**src/rtl/servo_pwm_multi.sv**
```systemverilog
// Multi-channel hobby-servo PWM generator: one shared 50 Hz frame counter,
// per-channel target/current angles with per-frame slew limit and output enable.
module servo_pwm_multi #(
    parameter int unsigned CLK_HZ     = 25_000_000,
    parameter int unsigned N_CH       = 4,
    parameter int unsigned INIT_ANGLE = 170,
    parameter int unsigned SLEW_STEP  = 2
) (
    input  logic            clk,
    input  logic            rst_n,
    input  logic            wr_en,
    input  logic [3:0]      wr_ch,
    input  logic [7:0]      wr_angle,
    input  logic [N_CH-1:0] ch_en,
    output logic [N_CH-1:0] servo_out,
    output logic [N_CH-1:0] busy,
    output logic            frame_tick
);
    localparam int unsigned PERIOD_TICKS = CLK_HZ / 50;
    localparam int unsigned MIN_TICKS    = CLK_HZ / 1000;
    localparam int unsigned MAX_TICKS    = 2 * MIN_TICKS;
    localparam int unsigned SPAN_TICKS   = MAX_TICKS - MIN_TICKS;
    localparam int unsigned CNT_W        = $clog2(PERIOD_TICKS);
    localparam logic [7:0]  MAX_ANGLE    = 8'd180;
    localparam logic [7:0]  STEP         = 8'(SLEW_STEP);
    localparam logic [7:0]  INIT         = 8'(INIT_ANGLE);

    logic [CNT_W-1:0] r_cnt;
    logic [7:0]       r_tgt     [N_CH];
    logic [7:0]       r_cur     [N_CH];
    logic [7:0]       w_tgt_nxt [N_CH];
    logic [7:0]       w_cur_nxt [N_CH];
    logic [7:0]       w_diff    [N_CH];
    logic [31:0]      w_pulse   [N_CH];
    logic [7:0]       w_wr_sat;
    logic             w_boundary;

    assign w_boundary = (r_cnt == CNT_W'(PERIOD_TICKS - 1));
    assign w_wr_sat   = (wr_angle > MAX_ANGLE) ? MAX_ANGLE : wr_angle;

    // Next target/current per channel; slew uses the target held before this cycle's write
    always_comb begin
        for (int i = 0; i < N_CH; i++) begin
            w_tgt_nxt[i] = r_tgt[i];
            w_cur_nxt[i] = r_cur[i];
            w_diff[i]    = (r_tgt[i] > r_cur[i]) ? (r_tgt[i] - r_cur[i]) : (r_cur[i] - r_tgt[i]);
            w_pulse[i]   = 32'(MIN_TICKS) + (32'(SPAN_TICKS) * 32'(r_cur[i])) / 32'd180;
            if (wr_en && (wr_ch == 4'(i))) begin
                w_tgt_nxt[i] = w_wr_sat;
            end
            if (w_boundary) begin
                if ((STEP == 8'd0) || (w_diff[i] <= STEP)) begin
                    w_cur_nxt[i] = r_tgt[i];
                end else if (r_tgt[i] > r_cur[i]) begin
                    w_cur_nxt[i] = r_cur[i] + STEP;
                end else begin
                    w_cur_nxt[i] = r_cur[i] - STEP;
                end
            end
        end
    end

    // Frame counter, angle state and registered outputs
    always_ff @(posedge clk or negedge rst_n) begin
        if (!rst_n) begin
            r_cnt      <= '0;
            frame_tick <= 1'b0;
            servo_out  <= '0;
            busy       <= '0;
            for (int i = 0; i < N_CH; i++) begin
                r_tgt[i] <= INIT;
                r_cur[i] <= INIT;
            end
        end else begin
            r_cnt      <= w_boundary ? '0 : (r_cnt + CNT_W'(1));
            frame_tick <= w_boundary;
            for (int i = 0; i < N_CH; i++) begin
                r_tgt[i]     <= w_tgt_nxt[i];
                r_cur[i]     <= w_cur_nxt[i];
                servo_out[i] <= ch_en[i] & (32'(r_cnt) < w_pulse[i]);
                busy[i]      <= (w_cur_nxt[i] != w_tgt_nxt[i]);
            end
        end
    end

endmodule

```
**config.mk**
```make
export PLATFORM = sky130hd
export DESIGN_NAME = servo_pwm_multi
export DESIGN_NICKNAME = d
export VERILOG_FILES = /design/src/rtl/servo_pwm_multi.sv
export SDC_FILE = /design/constraint.sdc
export NUM_CORES = 1
export LEC_CHECK = 0
export ABC_CLOCK_PERIOD_IN_PS = 17400
export BUFFER_PORTS_ARGS = -buffer_cell sky130_fd_sc_hd__clkbuf_2
export CORE_ASPECT_RATIO = 1.4
export CORE_MARGIN = 2
export CORE_UTILIZATION = 55
export CTS_CLUSTER_DIAMETER = 120
export DETAILED_ROUTE_END_ITERATION = 6
export PLACE_DENSITY = 0.82
export SLEW_MARGIN = 10
export SYNTH_ARGS = -nofsm -noshare
export SYNTH_HDL_FRONTEND = slang
export SYNTH_SLANG_ARGS = --single-unit
export TNS_END_PERCENT = 50
```
**constraint.sdc**
```tcl
create_clock -name clk -period 17.4 [get_ports clk]
set_clock_uncertainty 0.2 [all_clocks]
set_input_delay 5.22 -clock clk [delete_from_list [all_inputs] [get_ports clk]]
set_output_delay 5.22 -clock clk [all_outputs]
set_load 0.01 [all_outputs]
```
Yosys cells after proc, flatten, opt, wreduce, memory -nomap -nowiden
Cells that the tools add are included.
{"block": "classes", "n_addsub": 21, "multipliers": 4, "order_cmp": 13, "n_reduce_logical": 5, "bitwise_logic": 4, "n_eq_ne": 8, "div": 4, "muxes": 22, "shifts": 0}
{"cell": "2-to-1 mux 8 bit", "count": 21}
{"cell": "adder 15 x 32 -> 32 bit, first input constant", "count": 4}
{"cell": "divider 23 x 8 -> 32 bit, second input constant", "count": 4}
{"cell": "less-than comparator 19 x 32 -> 1 bit", "count": 4}
{"cell": "multiplier 12 x 8 -> 20 bit, first input constant", "count": 4}
{"cell": "subtractor 8 bit", "count": 8}
{"cell": "adder 8 x 2 -> 8 bit, second input constant", "count": 4}
{"cell": "> comparator 8 bit", "count": 4}
{"cell": "<= comparator 8 x 2 -> 1 bit, second input constant", "count": 4}
{"cell": "!= test 8 bit", "count": 4}
{"cell": "subtractor 8 x 2 -> 8 bit, second input constant", "count": 4}
{"cell": "adder 19 x 1 -> 19 bit, second input constant", "count": 1}
{"cell": "equality test 19 bit, second input constant", "count": 1}
{"cell": "2-to-1 mux 19 bit", "count": 1}
{"cell": "equality test 4 x 2 -> 1 bit, second input constant", "count": 2}
{"cell": "> comparator 8 bit, second input constant", "count": 1}
{"cell": "bitwise AND 1 bit", "count": 4}
{"cell": "equality test 4 x 1 -> 1 bit, second input constant", "count": 1}
{"cell": "logical AND 1 bit", "count": 4}
{"cell": "zero test 4 bit", "count": 1}
{"block": "totals", "mem_count": 0, "mem_bits_rw": 0, "latchBits": 0, "romBits": 0, "register_bits": 92, "in_bits": 19, "word_cells": 93, "out_inout_bits": 9}

Depth between registers and ports, before layout
{"block": "depth", "ltp_word": 6, "depth_mapped": 73}

Worst setup path after synthesis
No wires, ideal clock.
{"block": "synth_path", "path_type": "register to register", "start": "reg r_cur[25] (netlist bit)", "end": "reg servo_out[0]", "required_time_ns": 17.074, "arrival_time_ns": 15.127, "path_slack_ns": 1.947, "stages_incl_launch_ff": 64, "synth_period_minus_slack_ns": 15.453, "path_cell_list": "dfstp_2 > clkdlybuf4s15_1 > inv_1 > ha_1 > inv_1 > fa_1 > inv_1 > fa_1 > ha_1 > and3_2 > nand3_1 > o22a_1 > buf_6 > xor2_1 > o21ai_2 > a311oi_2 > nor2_1 > o211a_4 > [28 not listed] > a41o_4 > and3_1 > a21o_2 > a221oi_2 > o211ai_4 > inv_6 > xnor2_2 > ha_1 > inv_1 > a21o_2 > nand2b_1 > a211oi_2 > ha_1 > o21a_1 > o211ai_1 > a21oi_1 > o311ai_1 > o311a_1"}
{"block": "synth_between", "elab_chain_cells": 5}
{"item": "start: declaration", "line": "30", "rtl": "logic [7:0] r_cur [N_CH];"}
{"item": "start signal: indexed assignment", "line": "79", "rtl": "r_cur[i] <= w_cur_nxt[i];"}
{"item": "multiplier 12 x 8 -> 20 bit", "line": "47", "rtl": "w_pulse[i] = 32'(MIN_TICKS) + (32'(SPAN_TICKS) * 32'(r_cur[i])) / 32'd180;"}
{"item": "divider 23 x 8 -> 32 bit", "line": "47"}
{"item": "adder 15 x 32 -> 32 bit", "line": "47"}
{"item": "less-than comparator 19 x 32 -> 1 bit", "line": "80", "rtl": "servo_out[i] <= ch_en[i] & (32'(r_cnt) < w_pulse[i]);"}
{"item": "bitwise AND 1 bit", "line": "80"}
{"item": "end signal: indexed assignment", "line": "80"}
{"item": "end: declaration", "line": "15", "rtl": "output logic [N_CH-1:0] servo_out,"}
No other way between the ends.

Worst setup path in the final report
{"block": "layout_path", "start": "reg r_cur[29] (netlist bit)", "end": "reg servo_out[0]"}
Same word-level chain as after synthesis.

==> summary.md <==
| Metric | Value |
|---|---|
| Crit path DAT | 16.80 ns |
| Max incr delay on CP | 0.63 ns |
| Worst Tran Pin Value | 1.13 ns |
| Post-DR vias/cell | 6.74 |
| CTS clk-pin slew, worst paths | 0.07 ns |
| Critical path capture point type | flop |
| Async SR Flop Fraction | 1.00 |
| Slowest cell on the critical path | dfstp_2 |
| Die X | 217 um |
| Dominant cell type by area after synthesis | ha_1 |
| Worst VDD drop | 0.0000473 V |
| Port bufs | 27 |
| CP required | 17.43 ns |
| CP max FO | 12 |
| Register area share after synthesis | 0.0672 |
| Die area | 65,400 um2 |
| Final TNS setup | 0 ns |
| FF-to-FF path depth | 61 |
| Endpoints failing setup | 0 |
| Fin. Hold Viols | 0 |
| Unrepaired setup endpoints after global routing | yes |
| Detail Route Antenna Nets | 0 |
| Element type at the critical path start | flop |
| Initial DRT Pass Iterations | 7 |
| Pin count of the biggest net entering global routing | 81 |
| Final worst-path cycle share | 0.964 |
| WL final | 100 mm |
| Hold Path Sink | r_tgt[29] |
| Clock network fraction of total power | 0.252 |
| Crit path kind | reg -> reg |
| Internal Pwr Total | 0.523 mW |
| Slew Viols, Final | 0 |
| Hold path startpoint | r_tgt[29] |
| Maximum buffer depth of the clock tree | 2 |
| Area of the multi-input gates | 31,700 um2 |
| Top-Level Pins | 28 |
| Outcome | complete, but fails checks |
| Fin nets | 5,100 |
| Initial Util | 0.554 |
| Clock Sinks | 92 |
| Mean Syn Cell Area | 7.58 um2 |
| FMAX | 59.6 MHz |
| Worst slew margin | 0.239 |
| Gr usage total | 0.287 |
| CTS tree | done |
| Worst reg-to-reg setup slack | 0.63 ns |
| Yosys reg bits | 92 |
| Sw Pwr | 0.332 mW |
| Hold crit path type | reg -> reg |
| Dpl hpwl | 77.7 mm |
| Synth Cell Area | 34,800 um2 |
| Top_reg_cell synth | dfrtp_1 |
| Leak | 16.0 nW |
| Root Driver | clkbuf_16 |
| CTS Buf Count | 9 |
| Sw Ratio | 0.388 |
| Row cnt | 109 |
| Hold path depth | 2 |
| Max cap viols | 0 |
| Mapped Cells | 4,594 |
| Yosys top cell area share | 0.135 |
| FF-to-FF Start | r_cur[29] |
| Wire per inst | 18.3 um |
| Syn. warnings | 0 |
| Total global routing overflow | 0 |
| Remaining DRCs | 1 |
| DIE HEIGHT | 302 um |
| 1st-iter DRT viols | 2,949 |
| First-pass GRT wire length | 162 mm |
| Pwr dens | 22.7 nW/um2 |
| Vias in the first global route | 34,448 |
| Antenna violations before repair | 1 |
| Core box area | 62,900 um2 |
| Cell variety after synth | 186 |
| Post-synth EDFFs | 0 |
| Sequential Power Share | 0.306 |
| Mapped Nets | 5,050 |
| Area growth syn-to-layout | 8.34% |
| Gate power share | 0.442 |
| Final Wtd Congestion | 0.968 |
| Failing checks | design-rule violations |
| Fill count | 5,506 |
| Depth of the CTS H-tree | 3 |
| Register area | 2350 um2 |
| Vias | 36,950 |
| Top post-synthesis cells by area | ha_1, xnor2_1, a21oi_1 |
| Ratio of cells with drive above 1 in the final layout | 0.156 |
| Power consumption | 0.855 mW |
| Hold_buf cts | 0 |
| FF-to-FF End | servo_out[0] |
| Min Clock Period, post-route | 16.77 ns |
| Worst skew pair latency | 0.35 ns |
[registers in the layout (all words and copies together), names as in the netlist]
name	cells
r_cur	32
r_tgt	32
r_cnt	19
busy	4
servo_out	4
frame_tick	1
[cells in the mapped netlist (all sizes together), types with 27 or more instances]
cell type    n
or2         44
clkbuf     110
nand2      382
nand2b      47
o22ai       41
o211ai      94
fa          60
o31ai       40
a211oi      87
a221oi      27
a21o       110
buf         52
o21ai      299
dfstp       32
and3        48
xnor2      258
a22oi       34
a21oi      334
nand4       72
inv        228
or3         46
nor2       319
ha         377
xor2       111
dfrtp       60
nor4        44
and2        83
o21a        33
nor3       167
a311oi      28
a31oi       82
mux2i       84
nand3      166
o2111ai     48
mux2        29
nor2b       40
a211o       34
[how the worst max path moves through the flow]
stage / start / end / cells after the start
after floorplan: r_cur[25] / servo_out[0] / 63
after global placement: r_cur[25] / servo_out[0] / 60
after detailed placement: r_cur[25] / servo_out[0] / 60
after CTS: r_cur[25] / servo_out[0] / 61
after global routing: r_cur[22] / servo_out[1] / 66
final: r_cur[29] / servo_out[0] / 61
[cell families (layout without fill, tap and decap cells)]
logic type,after synthesis,in the layout,synth area share
buffers and inverters,396,450,0.0522
DFF,92,92,0.0672
AOI/OAI and AO/OA,1613,1613,0.343
muxes,113,113,0.0347
and+or+nand+nor,1554,1554,0.231
other,0,1,0
adders and majority gates,454,454,0.175
xor gates and xnor gates,372,373,0.0973
[per-layer routing]
metal	global-route usage	vias to the layer above	share of wire	wire, um
met1	0.331	17543	0.40	40100
met5	0	-	0	0
met3	0.0233	396	0.048	4790
met4	0.129	0	0.049	4870
met2	0.536	1341	0.50	50500
li1	-	17670	-	-
[power groups by stage]
stage	Sequential (mW)	Combinational, mW	Clock [mW]
floorplan	0.256	0.287	0
global placement	0.263	0.357	0
detailed placement	0.264	0.368	0
CTS	0.261	0.372	0.215
global route	0.263	0.416	0.223
finish	0.262	0.378	0.215
[per-stage QoR]
| step | instance area (um2) | hold WS, ns | util | setup slack (ns) | cells |
|---|---|---|---|---|---|
| 2_1_floorplan | 34800 | 0.320 | - | 1.95 | 4594 |
| 3_3_place_gp | 36100 | 0.340 | 0.574 | 0.160 | 5421 |
| 3_5_place_dp | 36100 | 0.343 | 0.574 | -0.176 | 5421 |
| 4_1_cts | 36400 | 0.356 | 0.580 | 0.00847 | 5438 |
| 5_1_grt | 37700 | 0.383 | 0.600 | -0.0853 | 5482 |
| 6_report | 37700 | 0.356 | 0.600 | 0.633 | 5482 |
[cells in the final DEF, fill, tap and decap left out, types with 26 or more instances in the layout]
| cell type | synthesis | routed |
|---|---|---|
| a22oi_1 | 31 | 29 |
| dfrtp_1 | 60 | 57 |
| nand3_1 | 162 | 160 |
| o22ai_1 | 35 | 33 |
| and2_1 | 70 | 68 |
| o2111ai_1 | 46 | 44 |
| mux2i_1 | 77 | 74 |
| nand2_1 | 379 | 376 |
| o31ai_1 | 33 | 28 |
| xor2_1 | 108 | 101 |
| nor4_1 | 38 | 32 |
| nor3_1 | 157 | 147 |
| buf_4 | 8 | 172 |
| nand4_1 | 71 | 71 |
| a31oi_1 | 74 | 68 |
| nor2_1 | 310 | 305 |
| inv_1 | 224 | 222 |
| or3_1 | 41 | 40 |
| clkbuf_2 | 4 | 26 |
| and3_1 | 41 | 41 |
| nor2b_1 | 39 | 39 |
| a21oi_1 | 321 | 311 |
| or2_2 | 35 | 35 |
| a21o_1 | 96 | 96 |
| o21ai_0 | 254 | 248 |
| xnor2_1 | 249 | 235 |
| nand2b_1 | 44 | 44 |
| a211oi_1 | 73 | 61 |
| ha_1 | 377 | 373 |
| o211ai_1 | 88 | 88 |
| dfstp_2 | 32 | 32 |
| fa_1 | 60 | 60 |
| o21ai_1 | 33 | 35 |
| a211o_1 | 31 | 29 |
| o21a_1 | 31 | 30 |
[worst max-delay path, delay by kind of cell, from the launching register on]
family / cells / cell delay [ns]
xor+xnor: 4 / 1.00
buf+inv: 6 / 0.72
fa+ha+maj: 6 / 2.26
simple gates: 10 / 2.72
mux: 5 / 1.80
compound gates: 30 / 7.28
flops: 1 / 0.63
[repair_timing]
action,4_1_cts,5_1_grt
cloned,0,1
setup endpoints to repair,1,4
gates resized for setup,4,180
pin swaps,1,28
setup buffers,1,42
[area by class of cell]
| type | instances | share of cell area |
|---|---|---|
| Clock inverter | 5 | 0.00229 |
| Tap cell | 832 | 0.0276 |
| Inverter | 233 | 0.0236 |
| Antenna cell | 1 | 0.0000663 |
| Sequential cell | 92 | 0.0622 |
| Clock buffer | 11 | 0.00617 |
| Timing Repair Buffer | 201 | 0.0390 |
| Multi-Input combinational cell | 4107 | 0.839 |
Power figures use the tool's default switching activity.
